File: src/rtl/midi_msg_sequencer_if.sv
// rtl/midi_msg_sequencer_if.sv - byte input and event output bundle for midi_msg_sequencer
interface midi_msg_sequencer_if;
  logic [7:0] byte_in;
  logic       byte_valid;
  logic       evt_valid;
  logic       evt_ready;
  logic [2:0] evt_type;
  logic [3:0] evt_ch;
  logic [6:0] evt_d1;
  logic [6:0] evt_d2;
  logic       evt_ovf;

  modport master (
    input  byte_in, byte_valid, evt_ready,
    output evt_valid, evt_type, evt_ch, evt_d1, evt_d2, evt_ovf
  );

  modport slave (
    output byte_in, byte_valid, evt_ready,
    input  evt_valid, evt_type, evt_ch, evt_d1, evt_d2, evt_ovf
  );
endinterface

File: src/rtl/midi_msg_sequencer.sv
// rtl/midi_msg_sequencer.sv - MIDI running-status sequencer; MIDI_OMNI_EN bypasses the channel filter
module midi_msg_sequencer #(
  parameter int unsigned TIMEOUT_CYC = 480000,
  parameter int          TO_W        = 20
) (
  input  logic                    reg_clk,
  input  logic                    reset,
  input  logic [3:0]              cur_midi_ch,
  output logic [7:0]              cur_status,
  midi_msg_sequencer_if.master    bus
);

  typedef enum logic [1:0] {IDLE, DATA1, DATA2, SYSEX} state_t;

  localparam logic [TO_W-1:0] TO_LAST = TO_W'(TIMEOUT_CYC - 1);

  state_t          state, state_n;
  logic [7:0]      status_n;
  logic            rs_valid, rs_n;
  logic [6:0]      d1_q, d1_n;
  logic [TO_W-1:0] to_cnt;

  logic            is_rt, nb, in_data, to_hit, two_byte;
  logic            cmp, ch_ok, type_ok, emit;
  logic [6:0]      cmp_d1, cmp_d2;
  logic [2:0]      cmp_type;

`ifdef MIDI_OMNI_EN
  logic unused_ch;
  assign unused_ch = ^cur_midi_ch;
  assign ch_ok = 1'b1;
`else
  assign ch_ok = (cur_status[3:0] == cur_midi_ch);
`endif

  // Byte classification, next-state parsing and completed-message decode
  always_comb begin
    state_n  = state;
    status_n = cur_status;
    rs_n     = rs_valid;
    d1_n     = d1_q;
    cmp      = 1'b0;
    cmp_d1   = 7'd0;
    cmp_d2   = 7'd0;
    cmp_type = 3'd0;
    type_ok  = 1'b0;

    // Realtime bytes are invisible to the parser and the timer
    is_rt    = bus.byte_valid && (bus.byte_in[7:3] == 5'b11111);
    nb       = bus.byte_valid && !is_rt;
    in_data  = (state == DATA1) || (state == DATA2);
    to_hit   = (TIMEOUT_CYC != 0) && in_data && !nb && (to_cnt == TO_LAST);
    // Cx (program) and Dx (channel pressure) carry a single data byte
    two_byte = (cur_status[7:5] != 3'b110);

    if (to_hit) begin
      state_n = IDLE;
    end else if (nb) begin
      if (bus.byte_in[7]) begin
        if (bus.byte_in < 8'hF0) begin
          status_n = bus.byte_in;
          rs_n     = 1'b1;
          state_n  = DATA1;
        end else if (bus.byte_in == 8'hF0) begin
          rs_n    = 1'b0;
          state_n = SYSEX;
        end else begin
          // F1-F7: also terminates or aborts a sysex
          rs_n    = 1'b0;
          state_n = IDLE;
        end
      end else begin
        case (state)
          IDLE, DATA1: begin
            if (rs_valid) begin
              if (two_byte) begin
                d1_n    = bus.byte_in[6:0];
                state_n = DATA2;
              end else begin
                cmp     = 1'b1;
                cmp_d1  = bus.byte_in[6:0];
                state_n = IDLE;
              end
            end
          end
          DATA2: begin
            cmp     = 1'b1;
            cmp_d1  = d1_q;
            cmp_d2  = bus.byte_in[6:0];
            state_n = IDLE;
          end
          default: ;
        endcase
      end
    end

    case (cur_status[7:4])
      4'h8: begin cmp_type = 3'd0; type_ok = 1'b1; end
      4'h9: begin cmp_type = (cmp_d2 == 7'd0) ? 3'd0 : 3'd1; type_ok = 1'b1; end
      4'hB: begin cmp_type = 3'd2; type_ok = 1'b1; end
      4'hC: begin cmp_type = 3'd3; type_ok = 1'b1; end
      4'hE: begin cmp_type = 3'd4; type_ok = 1'b1; end
      default: begin cmp_type = 3'd0; type_ok = 1'b0; end
    endcase

    emit = cmp && ch_ok && type_ok;
  end

  // Parser state, running status and pending first data byte
  always_ff @(posedge reg_clk) begin
    if (reset) begin
      state      <= IDLE;
      cur_status <= 8'd0;
      rs_valid   <= 1'b0;
      d1_q       <= 7'd0;
    end else begin
      state      <= state_n;
      cur_status <= status_n;
      rs_valid   <= rs_n;
      d1_q       <= d1_n;
    end
  end

  // Inter-byte idle timer, only running while a message is partially received
  always_ff @(posedge reg_clk) begin
    if (reset || nb || !in_data || to_hit) begin
      to_cnt <= '0;
    end else if (TIMEOUT_CYC != 0) begin
      to_cnt <= to_cnt + TO_W'(1);
    end
  end

  // Event output register: load when free or being drained, flag overflow otherwise
  always_ff @(posedge reg_clk) begin
    if (reset) begin
      bus.evt_valid <= 1'b0;
      bus.evt_type  <= 3'd0;
      bus.evt_ch    <= 4'd0;
      bus.evt_d1    <= 7'd0;
      bus.evt_d2    <= 7'd0;
      bus.evt_ovf   <= 1'b0;
    end else begin
      bus.evt_ovf <= 1'b0;
      if (emit) begin
        if (!bus.evt_valid || bus.evt_ready) begin
          bus.evt_valid <= 1'b1;
          bus.evt_type  <= cmp_type;
          bus.evt_ch    <= cur_status[3:0];
          bus.evt_d1    <= cmp_d1;
          bus.evt_d2    <= cmp_d2;
        end else begin
          bus.evt_ovf <= 1'b1;
        end
      end else if (bus.evt_ready) begin
        bus.evt_valid <= 1'b0;
      end
    end
  end

endmodule
File: src/flat_wrapper.sv
// flat-port wrapper written by rule: the top's interface ports become plain ports
module midi_msg_sequencer_flat 
#(
  parameter int unsigned TIMEOUT_CYC = 480000,
  parameter int          TO_W        = 20
)
  (reg_clk, reset, cur_midi_ch, cur_status, bus_byte_in, bus_byte_valid, bus_evt_ready, bus_evt_valid, bus_evt_type, bus_evt_ch, bus_evt_d1, bus_evt_d2, bus_evt_ovf);
  midi_msg_sequencer_if bus_i ();
  input  logic reg_clk;
  input  logic reset;
  input  logic [3:0] cur_midi_ch;
  output logic [7:0] cur_status;
  input wire logic [$bits(bus_i.byte_in)-1:0] bus_byte_in;
  input wire logic [$bits(bus_i.byte_valid)-1:0] bus_byte_valid;
  input wire logic [$bits(bus_i.evt_ready)-1:0] bus_evt_ready;
  output wire logic [$bits(bus_i.evt_valid)-1:0] bus_evt_valid;
  output wire logic [$bits(bus_i.evt_type)-1:0] bus_evt_type;
  output wire logic [$bits(bus_i.evt_ch)-1:0] bus_evt_ch;
  output wire logic [$bits(bus_i.evt_d1)-1:0] bus_evt_d1;
  output wire logic [$bits(bus_i.evt_d2)-1:0] bus_evt_d2;
  output wire logic [$bits(bus_i.evt_ovf)-1:0] bus_evt_ovf;
  assign bus_i.byte_in = bus_byte_in;
  assign bus_i.byte_valid = bus_byte_valid;
  assign bus_i.evt_ready = bus_evt_ready;
  assign bus_evt_valid = bus_i.evt_valid;
  assign bus_evt_type = bus_i.evt_type;
  assign bus_evt_ch = bus_i.evt_ch;
  assign bus_evt_d1 = bus_i.evt_d1;
  assign bus_evt_d2 = bus_i.evt_d2;
  assign bus_evt_ovf = bus_i.evt_ovf;
  midi_msg_sequencer #(.TIMEOUT_CYC(TIMEOUT_CYC), .TO_W(TO_W)) u_core (.reg_clk(reg_clk), .reset(reset), .cur_midi_ch(cur_midi_ch), .cur_status(cur_status), .bus(bus_i));
endmodule
File: config.mk
export PLATFORM = sky130hd
export DESIGN_NAME = midi_msg_sequencer_flat
export DESIGN_NICKNAME = d
export VERILOG_FILES = /design/src/rtl/midi_msg_sequencer_if.sv /design/src/rtl/midi_msg_sequencer.sv /design/src/flat_wrapper.sv
export SDC_FILE = /design/constraint.sdc
export NUM_CORES = 1
export LEC_CHECK = 0
export CAP_MARGIN = 20
export CORE_ASPECT_RATIO = 2
export CORE_MARGIN = 3
export CORE_UTILIZATION = 48
export CTS_CLUSTER_DIAMETER = 80
export DETAILED_ROUTE_END_ITERATION = 10
export PLACE_DENSITY = 0.83
export SYNTH_ARGS = -nofsm -noshare
export SYNTH_HDL_FRONTEND = slang
export SYNTH_SLANG_ARGS = --single-unit
File: constraint.sdc
create_clock -name reg_clk -period 1.81 [get_ports reg_clk]
set_clock_uncertainty 0.2 [all_clocks]
set_input_delay 0.362 -clock reg_clk [delete_from_list [all_inputs] [get_ports reg_clk]]
set_output_delay 0.362 -clock reg_clk [all_outputs]
set_load 0.02 [all_outputs]
# Word-level counts from Yosys, hierarchy flattened
# Index checks and enable logic that the tools add are counted.
# totals
regBits	61
out_inout_bits	31
wordCells	89
# classes
n_addsub	1
n_lt_le_gt_ge	1
n_eq_ne	14
muxes	30
n_bitwise	3
reduce_logical	29
# op_table
op	count
2-to-1 mux 7 bit	9
adder 20 x 1 -> 20 bit (second input constant)	1
equality test 20 x 19 -> 1 bit (second input constant)	1
equality test 4 bit (second input constant)	5
one-hot mux 7 bit (2 select lines)	1
2-to-1 mux 1 bit	12
one-hot mux 3 bit (4 select lines)	1
2-to-1 mux 2 bit	5
equality test 8 bit (second input constant)	1
< comparator 8 bit (second input constant)	1
zero test 7 bit	1
logical AND 1 bit	6
AND reduction 3 bit	2
AND reduction 6 bit	1
OR reduction 2 bit	3
equality test 5 bit (second input constant)	1
logical OR 1 bit	5
OR reduction 5 bit	1
equality test 4 bit	1
zero test 1 bit	4
one-hot mux 2 bit (2 select lines)	1
AND reduction 2 bit	2
AND reduction 4 bit	1
inequality test 3 x 2 -> 1 bit (second input constant)	1
9 further kinds	11

# Longest topological paths before layout
# Gate-level depths: netlist of run 1.
# logic_depth
ltp_word	12
depth_mapped	7
depth_no_buf	6

# Worst setup path before layout of run 1
# OpenSTA, ideal clock, no wires.
# synth_timing
kind	reg2reg
from	reg u_core.cur_status[6]
to	reg u_core.bus.evt_d1[0]
setup_ps	121
arrival_time_ps	1852
required_ps	1489
path_slack_ps	-363
stages_incl_launch_ff	7
cell_sequence	dfxtp_1 -> buf_2 -> inv_1 -> a2111oi_0 -> and4bb_1 -> buf_6 -> mux2_2
# synth_via
elab_chain_cells	10
# synth_rtl
element	line	text
from (decl)	midi_msg_sequencer.sv:9	output logic [7:0] cur_status,
from (signal assigned)	midi_msg_sequencer.sv:118	cur_status <= status_n;
inequality test 3 bit	midi_msg_sequencer.sv:54	two_byte = (cur_status[7:5] != 3'b110);
2-to-1 mux 1 bit	midi_msg_sequencer.sv:76	if (two_byte) begin
2-to-1 mux 1 bit	midi_msg_sequencer.sv:75	if (rs_valid) begin
one-hot mux 1 bit (2 select lines)	midi_msg_sequencer.sv:73	case (state)
2-to-1 mux 1 bit	midi_msg_sequencer.sv:59	if (bus.byte_in[7]) begin
2-to-1 mux 1 bit	midi_msg_sequencer.sv:58	end else if (nb) begin
2-to-1 mux 1 bit	midi_msg_sequencer.sv:56	if (to_hit) begin
logical AND 1 bit (2 in a row)	midi_msg_sequencer.sv:106	emit = cmp && ch_ok && type_ok;
AND reduction 2 bit (no source line)	-	
to (signal assigned)	midi_msg_sequencer.sv:149	bus.evt_d1 <= cmp_d1;
to (decl)	midi_msg_sequencer_if.sv:15	output evt_valid, evt_type, evt_ch, evt_d1, evt_d2, evt_ovf
# Several ways; a longest one is shown, not always the timed one.
# A chain may end at the register's enable or synchronous reset.

# Worst setup path after layout of run 1
# layout_timing
from	in cur_midi_ch[0]
to	reg u_core.bus.evt_d2[0]
# layout_via
elab_chain_cells	4
# layout_rtl
element	line	text
from (decl)	flat_wrapper.sv:11	input logic [3:0] cur_midi_ch;
equality test 4 bit	midi_msg_sequencer.sv:33	assign ch_ok = (cur_status[3:0] == cur_midi_ch);
logical AND 1 bit (2 in a row)	midi_msg_sequencer.sv:106	
AND reduction 2 bit (no source line)	-	
to (signal assigned)	midi_msg_sequencer.sv:150	bus.evt_d2 <= cmp_d2;
to (decl)	midi_msg_sequencer_if.sv:15	
# No other way between the ends.

==> results of run 1 <==
==> cell type report <==
| cell class | instances | area, sq um |
|---|---|---|
| inverter | 13 | 48.8 |
| tap | 61 | 76.3 |
| fill | 333 | 1210 |
| sequential | 61 | 1250 |
| timing repair buffer | 122 | 1050 |
| clock buffer | 12 | 256 |
| multi-input combinational | 230 | 1840 |
| clock inverter | 4 | 22.5 |
==> registers in the layout, indices dropped and copies added (netlist names), 2 cells and up <==
name,count
u_core.to_cnt,20
u_core.bus.evt_d1,7
u_core.bus.evt_ch,4
u_core.cur_status,8
u_core.bus.evt_type,3
u_core.d1_q,7
u_core.state,2
u_core.bus.evt_d2,7
==> per-stage QoR <==
step	power [W]	instance area [sq um]	utilization [%]	worst slack, ns	TNS [ns]
after floorplan	0.00153	2980	-	-0.166	-1.46
after global placement	0.00168	3870	67.2	-0.691	-28.90
after global routing	0.00342	4550	79.0	-0.207	-6.99
after CTS	0.00327	4320	75.1	-0.130	-2.10
after detailed placement	0.00169	3870	67.2	-0.691	-28.96
final	0.00332	4550	79.0	-0.179	-5.58
==> worst reg2reg max path, cell delays in order, from the launching register on <==
cell and delay [ns]:
dfxtp_2 0.33, xor2_2 0.16, a2111oi_4 0.38, and4bb_4 0.36
buf_12 0.14, buf_16 0.13, mux2i_1 0.20
==> synth_stat cells (6+ instances only) <==
cell / n
nand4_1: 7
dfxtp_1: 61
nor2b_1: 11
nand3_1: 12
a32oi_1: 7
clkbuf_1: 7
xnor2_1: 11
inv_1: 12
xor2_1: 6
a21oi_1: 7
nor2_1: 46
mux2i_1: 28
nand2_1: 25
buf_2: 6
mux2_2: 7
or3_1: 7
==> per-layer routing <==
layer	vias up	global-route usage, %	wire (microns)	part of all wire (%)
met5	-	0	0	0
met4	0	17.9	711	6.7
met3	62	6.58	623	5.8
met2	175	52.0	5660	53
met1	1498	29.6	3670	34
li1	1357	-	-	-
==> path summary, 6_finish.rpt <==
kind | start | endpoint | slack (ns) | depth (start not counted)
worst max-delay path | cur_midi_ch[0] | u_core.bus.evt_d2[0] | -0.18 | 7
worst max register to register | u_core.cur_status[3] | u_core.bus.evt_d2[0] | -0.16 | 6
worst min register to register | u_core.bus.evt_ch[2] | u_core.bus.evt_ch[2] | 0.25 | 2
worst min-delay path | bus_byte_in[1] | u_core.cur_status[1] | 0.22 | 4
==> logic make-up (layout without fill, tap and decap cells) <==
kind of cell    Yosys count  count (layout)  synth area share, %
mux                      35              35                 12.4
simple gates            139             139                 25.0
fa+ha+maj                 5               5                 2.17
flops                    61              61                 42.3
compound gates           34              34                 8.45
buf+inv                  29             151                 4.55
xor+xnor                 17              17                 5.16
==> what timing repair did <==
item                       in CTS  in global routing
setup buffers                   7                  3
setup endpoints to repair      89                 50
pin swaps                      17                 25
hold buffers                    0                  0
gates resized for setup        87                 50
gates cloned                    2                  2
==> power by group through the flow <==
stage,Combinational [W],Sequential (W),Clock (W)
finish,0.000336,0.00138,0.00160
global route,0.000352,0.00138,0.00169
CTS,0.000300,0.00138,0.00160
detailed placement,0.000286,0.00140,0
global placement,0.000282,0.00140,0
floorplan,0.000115,0.00142,0
==> impl_metrics.csv, run 1 <==
group,metric,value,unit
run_status,status,"finished with violations",
run_status,violations,"negative setup slack",
global_route,grt_overflow,0,
worst_setup_path,critPathMaxFanout,7,
worst_setup_path,path_buf_inv,3,
drt,viasPerCell,6.15,
yosys,yosysSeqAreaShare,42.3,%
worst_setup_path,slowest_stage,"clkdlybuf4s50_1",
clock_network,clk-insertion-delay-late,0.33,ns
timing,max_freq,503,MHz
clock_network,numCtsBuffers,9,
yosys,synthTopCellsByArea,"dfxtp_1, mux2i_1, nor2_1",
drt,detail-route-antenna-nets,0,
power,power_frac_clock,48.3,%
clock_network,h-tree-depth,3,
die,fp.dieW,60.8,microns
yosys,synth_cell_types,49,
yosys,synth_fp_nets,341,
timing,slew_headroom,68.6,%
timing,rsz0062_at_grt,"yes",
power,p_switching,0.000811,W
power,p_sw_share,24.4,%
drt,drtPass1Iterations,7,
cells_and_area,nNetsFinal,458,
drt,drc,0,
power,powerDensity,729,nW/um^2
worst_setup_path,critPathKind,"in2reg",
clock_network,clk_path_buf_depth,2,
yosys,yosysWarnings,0,
timing,worst_pin_slew,0.467,ns
clock_network,clockRootBuffer,"clkbuf_16",
global_route,grt_pass1_vias,3072,
clock_network,clk_pin_slew,0.05,ns
cells_and_area,drive_above_1_share,38.0,%
power,seqPwrFrac,41.6,%
die,die_h,116,microns
power,intPower,0.00251,W
global_route,grt_usage,29.3,%
die,io_pins,47,
worst_setup_path,crit_arrival,2.04,ns
drt,wl,10.7,mm
worst_setup_path,slowest_delay,0.43,ns
yosys,yosys.area.top_type,"dfxtp_1",
drt,vias,3092,
place,gp_congestion,0.877,
cells_and_area,final_cells,503,
cells_and_area,final_common_cell,"buf_4",
yosys,synth-seq-cells,61,
worst_setup_path,endpoint_kind,"register",
yosys,synth_area,2890,sq um
die,rows,39,
clock_network,clock_sinks,61,
place,portBuffers,46,
die,coreArea,5760,sq um
worst_setup_path,cp-start-kind,"primary input",
yosys,yosys_most_used_dff,"dfxtp_1",
worst_setup_path,required,1.86,ns
place,hpwl,6.14,mm
clock_network,cts_tree,"yes",
global_route,grt_pass1_wl,15.2,mm
cells_and_area,area_growth,57.5,%
yosys,synth_edf_count,0,
power,vdd_drop_max,678,uV
cells_and_area,n_antenna_cell,0,
drt,wl_per_cell,21.2,microns
power,cellLeakagePower,1.81,nW
yosys,synth_top_cell_area_share,42.3,%
worst_setup_path,cp_top_family,"buffers and inverters",
global_route,grt_antenna_before_repair,0,
min_path,worstHoldPathType,"in2reg",
timing,worst_slack,-0.179,ns
global_route,grt_max_degree,16,
worst_setup_path,crit_chain,"clkdlybuf4s50_1, xnor2_1, nand4_1, and4bb_4, buf_12, buf_16, mux2i_1",
timing,setup_violations,43,
job,cap_violations,0,
die,die-area,7040,sq um
yosys,async_flop_share,0,%
place,dp_cells,473,
cells_and_area,mostFrequentLayoutCells,"buf_4, dfxtp_1, dlygate4sd2_1",
timing,finalMaxSlewViolations,0,
die,start_util,50.2,%
timing,period_share,110,%
yosys,synthCells,320,
power,power_frac_comb,10.1,%
timing,finalCriticalPeriod,1.99,ns
timing,whs,0.219,ns
yosys,synth_area_per_cell,9.02,sq um
drt,drt_iter0_drc,252,
timing,finalHoldViolations,0,
(Power assumes the default switching activity.)
==> inputs of run 2 (changes only) <==
--- a/config.mk
+++ b/config.mk
@@ -5,10 +5,10 @@
 export SDC_FILE = /design/constraint.sdc
 export NUM_CORES = 1
 export LEC_CHECK = 0
-export CAP_MARGIN = 20
+export ABC_AREA = 1
 export CORE_ASPECT_RATIO = 2
 export CORE_MARGIN = 3
-export CORE_UTILIZATION = 48
+export CORE_UTILIZATION = 49
 export CTS_CLUSTER_DIAMETER = 80
 export DETAILED_ROUTE_END_ITERATION = 10
 export PLACE_DENSITY = 0.83
==> run 2 against run 1 <==
Compared with the run above: the flow still finishes with violations (negative setup slack); combinational power is 31% higher; die area rose by 4.1%; setup slack improved by 0.015 ns; synthesized cell count is 39% higher; global-route usage rose by 3.2 points; critical endpoint is now u_core.bus.evt_d2[6]; routed wire length grew 16%; via count grew 21%; critical path depth up 5; clock power about the same; highest routed layer unchanged; power up 3.8%.
==> impl_metrics.csv, run 2 <==
group,metric,value,unit
cells_and_area,multiInputGateArea,1800,sq um
die,coreArea,6060,sq um
yosys,synth_area,3080,sq um
yosys,synthCells,444,
die,die_h,118,microns
worst_setup_path,r2r_slack,-0.16,ns
job,cap_violations,0,
clock_network,clock_sinks,61,
power,p_switching,0.000851,W
cells_and_area,final_common_cell,"nand2_1",
timing,slew_headroom,60.5,%
power,powerDensity,718,nW/um^2
drt,drc,0,
power,power_frac_clock,46.7,%
yosys,yosysSeqAreaShare,39.7,%
timing,rsz0062_at_grt,"yes",
yosys,yosysWarnings,0,
run_status,violations,"negative setup slack",
die,io_pins,47,
clock_network,numCtsBuffers,9,
power,seqPwrFrac,40.5,%
cells_and_area,mostFrequentLayoutCells,"nand2_1, buf_4, inv_1",
cells_and_area,n_antenna_cell,0,
worst_setup_path,startpoint,"u_core.cur_status[7]",
run_status,status,"finished with violations",
yosys,synth_cell_types,34,
die,die-area,7330,sq um
timing,worst_pin_slew,0.592,ns
timing,finalHoldViolations,0,
worst_setup_path,crit_chain,"inv_1, nor2_1, nand2_1, nand2_1, nor2_1, inv_2, buf_12, nand4_4, buf_6, nand2_2, nand2_1, nor2_1",
drt,viasPerCell,5.68,
yosys,synth_edf_count,0,
yosys,synthTopCellsByArea,"dfxtp_1, nand2_1, inv_1",
power,power,0.00344,W
drt,wl_per_cell,18.8,microns
yosys,synth_fp_nets,465,
place,dp_slack,-0.660,ns
timing,setup_violations,26,
die,fp.dieW,62.0,microns
global_route,grt_pass1_vias,3613,
place,hpwl,6.94,mm
place,gp_congestion,0.912,
worst_setup_path,path_depth,12,
timing,finalMaxSlewViolations,0,
worst_setup_path,cp_top_family,"simple AND/OR/NAND/NOR gates",
cells_and_area,area_growth,55.8,%
die,start_util,50.8,%
cells_and_area,regMostFlops,"u_core.to_cnt",
worst_setup_path,endpoint_kind,"register",
worst_setup_path,critPathMaxFanout,8,
timing,max_freq,506,MHz
cells_and_area,top_regs,"u_core.to_cnt x20, u_core.cur_status x8",
drt,detail-route-antenna-nets,0,
min_path,whs_path_depth,2,
worst_setup_path,r2r_start,"u_core.cur_status[7]",
power,p_sw_share,24.7,%
global_route,grt_antenna_before_repair,0,
global_route,grt_max_degree,29,
worst_setup_path,slowest_stage,"dfxtp_2",
cells_and_area,largest_register_ffs,20,
drt,vias,3736,
worst_setup_path,reg2reg_depth,12,
cells_and_area,regArea,1230,sq um
yosys,yosys.area.top_type,"dfxtp_1",
clock_network,clockRootBuffer,"clkbuf_16",
yosys,synth_area_per_cell,6.93,sq um
global_route,grt_overflow,0,
power,vdd_drop_max,567,uV
yosys,async_flop_share,0,%
min_path,worstHoldPathType,"reg2reg",
clock_network,postCtsHoldBufs,0,
clock_network,cts_tree,"yes",
power,intPower,0.00259,W
power,power_frac_comb,12.8,%
clock_network,clk_pin_slew,0.05,ns
yosys,synth-seq-cells,61,
drt,drt_iter0_drc,462,
die,rows,40,
clock_network,clk-insertion-delay-late,0.33,ns
timing,finalCriticalPeriod,1.97,ns
worst_setup_path,path_buf_inv,4,
place,portBuffers,46,
worst_setup_path,crit_arrival,2.05,ns
drt,drtPass1Iterations,7,
cells_and_area,utilization,79.2,%
power,cellLeakagePower,2.21,nW
drt,wl,12.4,mm
clock_network,h-tree-depth,3,
yosys,yosys_most_used_dff,"dfxtp_1",
timing,whs,0.272,ns
min_path,min-delay-start,"u_core.to_cnt[18]",
yosys,synth_common_cells,"nand2_1, inv_1, nor2_1",
global_route,grt_pass1_wl,17.3,mm
timing,worst_slack,-0.165,ns
cells_and_area,drive_above_1_share,29.8,%
worst_setup_path,critPathKind,"reg2reg",
worst_setup_path,slowest_delay,0.36,ns
timing,period_share,109,%
worst_setup_path,cp-start-kind,"register",
global_route,grt_usage,32.5,%
yosys,synth_top_cell_area_share,39.7,%
worst_setup_path,required,1.88,ns
clock_network,clk_path_buf_depth,2,
cells_and_area,nNetsFinal,591,
yosys,synth_most_common_cell,"nand2_1",
cells_and_area,fillers,387,
-- run 2: power groups by stage --
stage,clock network (W),logic (W),registers [W]
final,0.00161,0.000440,0.00139
after global routing,0.00169,0.000460,0.00139
after CTS,0.00161,0.000380,0.00139
after detailed placement,0,0.000347,0.00141
after global placement,0,0.000340,0.00141
after floorplan,0,0.000131,0.00143
-- run 2: worst paths after layout --
kind	endpoint
worst min register to register	u_core.to_cnt[18]
worst max register to register	u_core.bus.evt_d2[6]
worst min-delay path	u_core.to_cnt[18]
worst max-delay path	u_core.bus.evt_d2[6]
-- run 2: per-layer routing --
| layer | routed length, microns | vias to the layer above | GRT usage (%) |
|---|---|---|---|
| li1 | - | 1669 | - |
| met1 | 3990 | 1752 | 31.3 |
| met2 | 6560 | 238 | 54.0 |
| met3 | 839 | 77 | 11.0 |
| met4 | 986 | 0 | 22.4 |
| met5 | 0 | - | 0 |
-- run 2: area by class of cell --
class,instances,share of cell area (%)
inverters,68,5.38
clock inverters,1,0.104
well taps,84,2.19
flip-flops and latches,61,25.7
repair buffers,124,23.4
clock buffers,14,5.72
multi-input cells,306,37.5
-- run 2: cell families after synthesis --
kind of cell             after synthesis  synth area share [%]
AND/OR/NAND/NOR                      219                  32.2
buffers and inverters                 80                  11.4
AO/OA/AOI/OAI                         67                  11.3
flip-flops                            61                  39.7
XOR/XNOR                              12                  3.41
adder cells (fa/ha/maj)                5                  2.03
-- run 2: worst register-to-register path: stages, from the launching register on --
cell and delay, ns:
dfxtp_2 0.36, inv_1 0.09, nor2_1 0.10, nand2_1 0.12, nand2_1 0.09, nor2_1 0.06, inv_2 0.14, buf_12 0.14
nand4_4 0.20, buf_6 0.21, nand2_2 0.06, nand2_1 0.06, nor2_1 0.09
-- run 2: through the flow --
step	instance area [sq um]	setup TNS [ns]	cells
2_1_floorplan	3080	0	444
6_report	4790	-1.75	658
3_3_place_gp	4090	-28.12	629
3_5_place_dp	4090	-30.31	629
4_1_cts	4540	-0.947	654
5_1_grt	4790	-4.47	658
-- run 2: repair_timing --
action,CTS,global route
endpoints found under the setup margin,89,62
cloned,4,1
resized for setup,77,64
buffers inserted,6,5
pin swaps,18,27
==> inputs of run 3 (changes only) <==
--- a/config.mk
+++ b/config.mk
@@ -5,10 +5,9 @@
 export SDC_FILE = /design/constraint.sdc
 export NUM_CORES = 1
 export LEC_CHECK = 0
-export ABC_AREA = 1
 export CORE_ASPECT_RATIO = 2
 export CORE_MARGIN = 3
-export CORE_UTILIZATION = 49
+export CORE_UTILIZATION = 48
 export CTS_CLUSTER_DIAMETER = 80
 export DETAILED_ROUTE_END_ITERATION = 10
 export PLACE_DENSITY = 0.83
==> results of run 3 <==
The final DEF is identical to that of run 1; final timing and power are the same.
